===== src/rtl/control_sequencer_if.sv =====
// Fetch handshake and table-programming bus for control_sequencer.
interface control_sequencer_if #(
  parameter int INST_W = 5,
  parameter int PA_W   = 6,
  parameter int CS_W   = 16
);
  logic [INST_W-1:0] inst;
  logic              inst_valid;
  logic              inst_ready;
  logic              prog_we;
  logic              prog_sel;
  logic [PA_W-1:0]   prog_addr;
  logic [CS_W-1:0]   prog_data;

  modport master (
    output inst, inst_valid,
    output prog_we, prog_sel,
    output prog_addr, prog_data,
    input  inst_ready
  );

  modport slave (
    input  inst, inst_valid,
    input  prog_we, prog_sel,
    input  prog_addr, prog_data,
    output inst_ready
  );
endinterface


===== src/rtl/control_sequencer.sv =====
// Microcoded control sequencer: metadata + microcode tables, FETCH/EXEC FSM.
// Define CTRL_SEQ_ILLEGAL_EN to enable illegal-instruction detection.
module control_sequencer #(
  parameter int INST_W = 5,
  parameter int OP_W   = 4,
  parameter int STEP_W = 2,
  parameter int CS_W   = 16,
  localparam int MW    = OP_W + STEP_W,
  localparam int PA_W  = (INST_W > MW) ? INST_W : MW
) (
  input  logic               clk,
  input  logic               reset,
  control_sequencer_if.slave bus,
  input  logic               stall,
  output logic [CS_W-1:0]    control_signals,
  output logic               busy,
  output logic [STEP_W-1:0]  step,
  output logic               illegal
);

`ifdef CTRL_SEQ_ILLEGAL_EN
  localparam int MD_W = MW + 1;
`else
  localparam int MD_W = MW;
`endif

  typedef enum logic {FETCH, EXEC} state_t;

  logic [MD_W-1:0] meta  [2**INST_W];
  logic [CS_W-1:0] ucode [2**MW];

  state_t            state, eff, state_n;
  logic [STEP_W-1:0] step_q, step_n;
  logic [STEP_W-1:0] last_q, last_n;
  logic [OP_W-1:0]   op_q, op_n;
  logic              ill_q, ill_n;
  logic [MD_W-1:0]   meta_rd;
  logic              accept;
  logic              legal;
  logic              unused_bits;

  assign unused_bits = ^{bus.prog_addr, bus.prog_data};

  // Tables are never reset; reads below see the pre-write value.
  always_ff @(posedge clk) begin
    if (bus.prog_we) begin
      if (bus.prog_sel)
        ucode[bus.prog_addr[MW-1:0]] <= bus.prog_data;
      else
        meta[bus.prog_addr[INST_W-1:0]] <= bus.prog_data[MD_W-1:0];
    end
  end

  assign meta_rd = meta[bus.inst];
`ifdef CTRL_SEQ_ILLEGAL_EN
  assign legal = meta_rd[MW];
`else
  assign legal = 1'b1;
`endif

  // Reset makes the outputs look like FETCH within the reset cycle.
  assign eff    = reset ? FETCH : state;
  assign accept = (eff == FETCH) && bus.inst_valid && !stall;

  always_comb begin
    state_n         = state;
    step_n          = step_q;
    op_n            = op_q;
    last_n          = last_q;
    ill_n           = 1'b0;
    control_signals = '0;
    unique case (eff)
      FETCH: begin
        if (accept && legal) begin
          control_signals = ucode[{MW{1'b0}}];
          state_n         = EXEC;
          op_n            = meta_rd[OP_W-1:0];
          last_n          = meta_rd[MW-1:OP_W];
          step_n          = '0;
        end else if (accept) begin
          ill_n = 1'b1;
        end
      end
      EXEC: begin
        if (!stall) begin
          control_signals = ucode[{op_q, step_q}];
          if (step_q == last_q) begin
            state_n = FETCH;
            step_n  = '0;
          end else begin
            step_n = step_q + STEP_W'(1);
          end
        end
      end
      default: ;
    endcase
  end

  always_ff @(posedge clk) begin
    if (reset) begin
      state  <= FETCH;
      step_q <= '0;
      op_q   <= '0;
      last_q <= '0;
      ill_q  <= 1'b0;
    end else begin
      state  <= state_n;
      step_q <= step_n;
      op_q   <= op_n;
      last_q <= last_n;
      ill_q  <= ill_n;
    end
  end

  assign bus.inst_ready = (eff == FETCH);
  assign busy           = (eff == EXEC);
  assign step           = (eff == EXEC) ? step_q : '0;
  assign illegal        = ill_q;

endmodule


===== src/flat_wrapper.sv =====
// flat-port wrapper written by rule: the top's interface ports become plain ports
module control_sequencer_flat 
#(
  parameter int INST_W = 5,
  parameter int OP_W   = 4,
  parameter int STEP_W = 2,
  parameter int CS_W   = 16,
  localparam int MW    = OP_W + STEP_W,
  localparam int PA_W  = (INST_W > MW) ? INST_W : MW
)
  (clk, reset, stall, control_signals, busy, step, illegal, bus_inst, bus_inst_valid, bus_prog_we, bus_prog_sel, bus_prog_addr, bus_prog_data, bus_inst_ready);
  control_sequencer_if #(.INST_W(INST_W), .PA_W((6)), .CS_W(CS_W)) bus_i ();
  input  logic clk;
  input  logic reset;
  input  logic stall;
  output logic [CS_W-1:0] control_signals;
  output logic busy;
  output logic [STEP_W-1:0] step;
  output logic illegal;
  input wire logic [$bits(bus_i.inst)-1:0] bus_inst;
  input wire logic [$bits(bus_i.inst_valid)-1:0] bus_inst_valid;
  input wire logic [$bits(bus_i.prog_we)-1:0] bus_prog_we;
  input wire logic [$bits(bus_i.prog_sel)-1:0] bus_prog_sel;
  input wire logic [$bits(bus_i.prog_addr)-1:0] bus_prog_addr;
  input wire logic [$bits(bus_i.prog_data)-1:0] bus_prog_data;
  output wire logic [$bits(bus_i.inst_ready)-1:0] bus_inst_ready;
  assign bus_i.inst = bus_inst;
  assign bus_i.inst_valid = bus_inst_valid;
  assign bus_i.prog_we = bus_prog_we;
  assign bus_i.prog_sel = bus_prog_sel;
  assign bus_i.prog_addr = bus_prog_addr;
  assign bus_i.prog_data = bus_prog_data;
  assign bus_inst_ready = bus_i.inst_ready;
  control_sequencer #(.INST_W(INST_W), .OP_W(OP_W), .STEP_W(STEP_W), .CS_W(CS_W)) u_core (.clk(clk), .reset(reset), .bus(bus_i), .stall(stall), .control_signals(control_signals), .busy(busy), .step(step), .illegal(illegal));
endmodule

===== config.mk =====
export PLATFORM = sky130hd
export DESIGN_NAME = control_sequencer_flat
export DESIGN_NICKNAME = d
export VERILOG_FILES = /design/src/rtl/control_sequencer_if.sv /design/src/rtl/control_sequencer.sv /design/src/flat_wrapper.sv
export SDC_FILE = /design/constraint.sdc
export NUM_CORES = 1
export LEC_CHECK = 0
export BUFFER_PORTS_ARGS = -buffer_cell sky130_fd_sc_hd__clkbuf_2
export CAP_MARGIN = 0
export CORE_MARGIN = 5
export CORE_UTILIZATION = 30
export DETAILED_ROUTE_END_ITERATION = 16
export GPL_TIMING_DRIVEN = 0
export SLEW_MARGIN = 20
export SYNTH_ARGS = -nofsm -noshare
export SYNTH_HDL_FRONTEND = slang
export SYNTH_SLANG_ARGS = --single-unit

===== constraint.sdc =====
create_clock -name clk -period 2.6 [get_ports clk]
set_clock_uncertainty 0.2 [all_clocks]
set_input_delay 0.13 -clock clk [delete_from_list [all_inputs] [get_ports clk]]
set_output_delay 0.13 -clock clk [all_outputs]
set_load 0.03 [all_outputs]

==> summary.md <==
| Metric | Value |
|---|---|
| I/O Buffers | 46 |
| Initial antenna violation count | 6 |
| Post-synth EDFFs | approximately 1,200 |
| Largest net degree at the start of global routing | between 90 and 100 |
| Io pins | 54 |
| Yosys cell types | 35 |
| Clock buffer depth | 3 |
| Drt drc | 0 |
| Hpwl dp | 81,400 um |
| Initial Util | a little under a third |
| Sequential cell area | between 30,000 and 40,000 um^2 |
| Status | complete, but fails checks |
| Root Driver | clkbuf_16 |
| Pins Over Slew Limit | 0 |
| TNS Setup | -19.28 ns |
| Maxcap violations | 0 |
| CTS tree | built |
| Ys async rst share | 0% |
| Clock-pin slew on the worst setup and hold paths | roughly 0.070 ns |
| Critical Path Start Type | flop |
| Critical-path cell list | buf_12 > buf_12 > buf_16 > mux4_2 > mux4_2 > o211ai_1 > nand3_2 > buf_8 |
| Top-count cell post-synth | edfxtp_1 |
| Via count | about 23,000 |
| CTS Buf Count | 120 |
| Synthesized Nets | 2,104 |
| Post-synth top area share | between 70% and 80% |
| Syn_area_per_cell | between 20 and 25 um^2 |
| Gpl congestion | roughly 0.92 |
| Crit path max-delay cell type | mux4_2 |
| Unrepaired setup endpoints after global routing | yes |
| Most frequent cells after synthesis | 1,216 x edfxtp_1, 330 x mux4_2, 115 x mux2i_1, 99 x nor2_1, 45 x nand2_1 |
| Min Tclk post-route | ~3.8 ns |
| Core area | around 160,000 um^2 |
| Measured slew at the worst slew-check pin | 1.25 ns |
| Worst endpoint required time | between 2 and 2.5 ns |
| Multi-input logic area | 11,300 um^2 |
| Achievable clock frequency | 0.264 GHz |
| Pwr Density | ~710 nW/um^2 |
| PnR worst setup slack | -1.19 ns |
| Period utilisation layout | 146% |
| Leakage power | around 17 nW |
| Worst Setup Path Type | reg2out |
| Biggest area consumer among synthesized cells | edfxtp_1 |
| Die area | 166,000 um^2 |
| Failing checks | negative setup slack |
| Crit path max fanout | 11 |
| Syn Std Cell Area | ~47,000 um^2 |
| Synthesized instance count | 2,071 |
| Nature of the critical path endpoint | output port |
| Top_reg_cell synth | edfxtp_1 |
| Fin Hold WS | roughly 0.063 ns |
| GR Overflow Total | 0 |
| Setup Viol. Count Final | 44 |
| Die Wd | roughly 400 um |
| Worst hold path class | in2reg |
| DR iter-0 viols | approximately 2,800 |
| Worst-skew pair later-pin latency | ~0.72 ns |
| Total GRT Usage | between 10% and 20% |
| Worst path bufs/invs | 4 |
| Largest cells by area after synthesis | edfxtp_1 77%, mux4_2 16%, mux2i_1 2.4% |
| Routed len/inst | ~29 um |
| DRT Wirelength | 130,000 um |
| Share of post-route cells with drive strength above 1 | a little over a third |
| CTS Sinks | between 1,000 and 1,500 |
| NumNets Final | 2,370 |
| Via density | between 5 and 6 |
| First-pass GRT wire length | 182,000 um |
| Remaining antenna violation count after routing | 0 |
| Die height | between 400 and 500 um |
| Area grow syn2layout | 21.3% |
| Vias in the first global route | ~23,000 |
| Sequential share of the synthesized area | 77.3% |
| Final hold vios | 0 |
| # fillers | 14,300 |
| Critical path's largest stage delay | between 0.5 and 0.6 ns |
| TritonRoute pass-1 iters | 5 |
| Worst rel slew slack | 15.9% |
| Row Count | roughly 150 |
| CP arrival | about 3.5 ns |
| Peak supply drop | between 0.5 and 0.6 mV |
| Family with the most delay on the worst path | multiplexers |
| Pre-CTS WS | -1.75 ns |
| Synthesized flop and latch total | around 1,200 |
| CTS H-tree depth | 3 |
| YS warnings | 0 |
==> through the flow <==
stage / total power (W) / util (%) / instance area, um^2 / instances
floorplan: 0.0230 / - / 47500 / 2071
global placement: 0.0239 / 31.9 / 50300 / 4189
detailed placement: 0.0239 / 32.5 / 51300 / 4224
CTS: 0.0412 / 36.3 / 57200 / 4493
global route: 0.0422 / 36.5 / 57600 / 4510
finish: 0.0410 / 36.5 / 57600 / 4512
==> logic make-up (layout without fill, tap and decap cells) <==
kind of cell	count (synthesis)	count (layout)	synth area share (%)
multiplexers	453	453	18.3
AND/OR/NAND/NOR	202	202	1.87
flip-flops	1225	1225	77.3
buffers and inverters	112	477	1.27
other	1	5	0.00790
XOR/XNOR	2	2	0.0369
AO/OA/AOI/OAI	76	76	1.18
==> final timing paths <==
| path | from | end | slack [ns] | cells after the start |
|---|---|---|---|---|
| setup / recovery | u_core.step_q[0]$_SDFFE_PP0P_ | control_signals[14] | -1.19 | 8 |
| hold / removal | bus_prog_addr[4] | u_core.meta[29][3]$_DFFE_PP_ | 0.06 | 3 |
| setup reg to reg | u_core.step_q[0]$_SDFFE_PP0P_ | u_core.step_q[1]$_SDFFE_PP0P_ | 0 | 12 |
| hold reg to reg | u_core.last_q[1]$_SDFFE_PP0P_ | u_core.last_q[1]$_SDFFE_PP0P_ | 0.29 | 2 |
==> power breakdown <==
part	internal, W	switching, W	total (W)	leakage (nW)
combinational	0.000689	0.00125	0.00194	4.20
clock	0.00981	0.00740	0.0172	1.91
sequential	0.0218	0.0000313	0.0218	11.0
total	0.0323	0.00868	0.0410	17.1
==> worst min-delay path, cell delays in order <==
cell      delay [ns]
clkbuf_1        0.24
nand3_1         0.23
nor2_1          0.16
==> state kept, by name, indices dropped and copies added (netlist names) <==
name,cells
u_core.ucode,1024
u_core.step_q,2
u_core.last_q,2
u_core.op_q,4
u_core.state,1
u_core.meta,192
==> cell usage in the layout (no fill, tap or decap), types with 5 or more instances in the layout <==
cell type / count
buf_4: 40
buf_6: 30
nand2b_1: 5
o21ai_1: 9
mux2i_1: 59
clkbuf_8: 23
clkbuf_4: 15
nand3_1: 15
a221o_1: 8
clkbuf_1: 45
edfxtp_1: 1216
nor2_1: 39
clkinv_2: 23
mux2i_4: 42
and3_1: 5
o21ai_2: 5
nor2_4: 37
clkbuf_2: 20
mux2_2: 8
mux4_2: 330
clkbuf_16: 124
clkinv_1: 26
buf_2: 7
a22oi_1: 10
buf_8: 24
buf_12: 22
a22oi_2: 14
buf_16: 24
nor2b_1: 9
a221oi_1: 6
dfxtp_1: 8
o2111ai_1: 5
mux2i_2: 14
dlygate4sd3_1: 24
nor2_2: 23
nand3b_1: 6
bufinv_16: 11
nand2_1: 44
==> area by class of cell <==
type	count	area share (%)
flip-flops and latches	1225	63.8
diodes	4	0.0174
repair buffers	145	3.06
clock inverters	70	1.16
clock buffers	151	5.58
multi-input cells	734	19.7
inverters	3	0.0196
well taps	2072	4.50
plain buffers	108	2.23
==> layer usage <==
layer | part of all wire (%) | wire, um | global-route usage (%) | up-vias
li1 | - | - | - | 9369
met1 | 41 | 53600 | 21.1 | 12600
met2 | 46 | 60000 | 23.6 | 1122
met3 | 8.5 | 11000 | 3.62 | 221
met4 | 4.0 | 5240 | 5.45 | 2
met5 | 0.0092 | 12 | 0 | -
==> repair_timing <==
| action | CTS | global route |
|---|---|---|
| buffers inserted | 20 | 12 |
| gates resized for setup | 352 | 39 |
| gates cloned | 6 | 2 |
| hold buffers | 23 | 1 |
| hold endpoints to repair | 646 | 64 |
| setup endpoints to repair | 26 | 21 |
| pin swaps | 17 | 7 |
No activity file was read; power rests on OpenSTA's default activity.
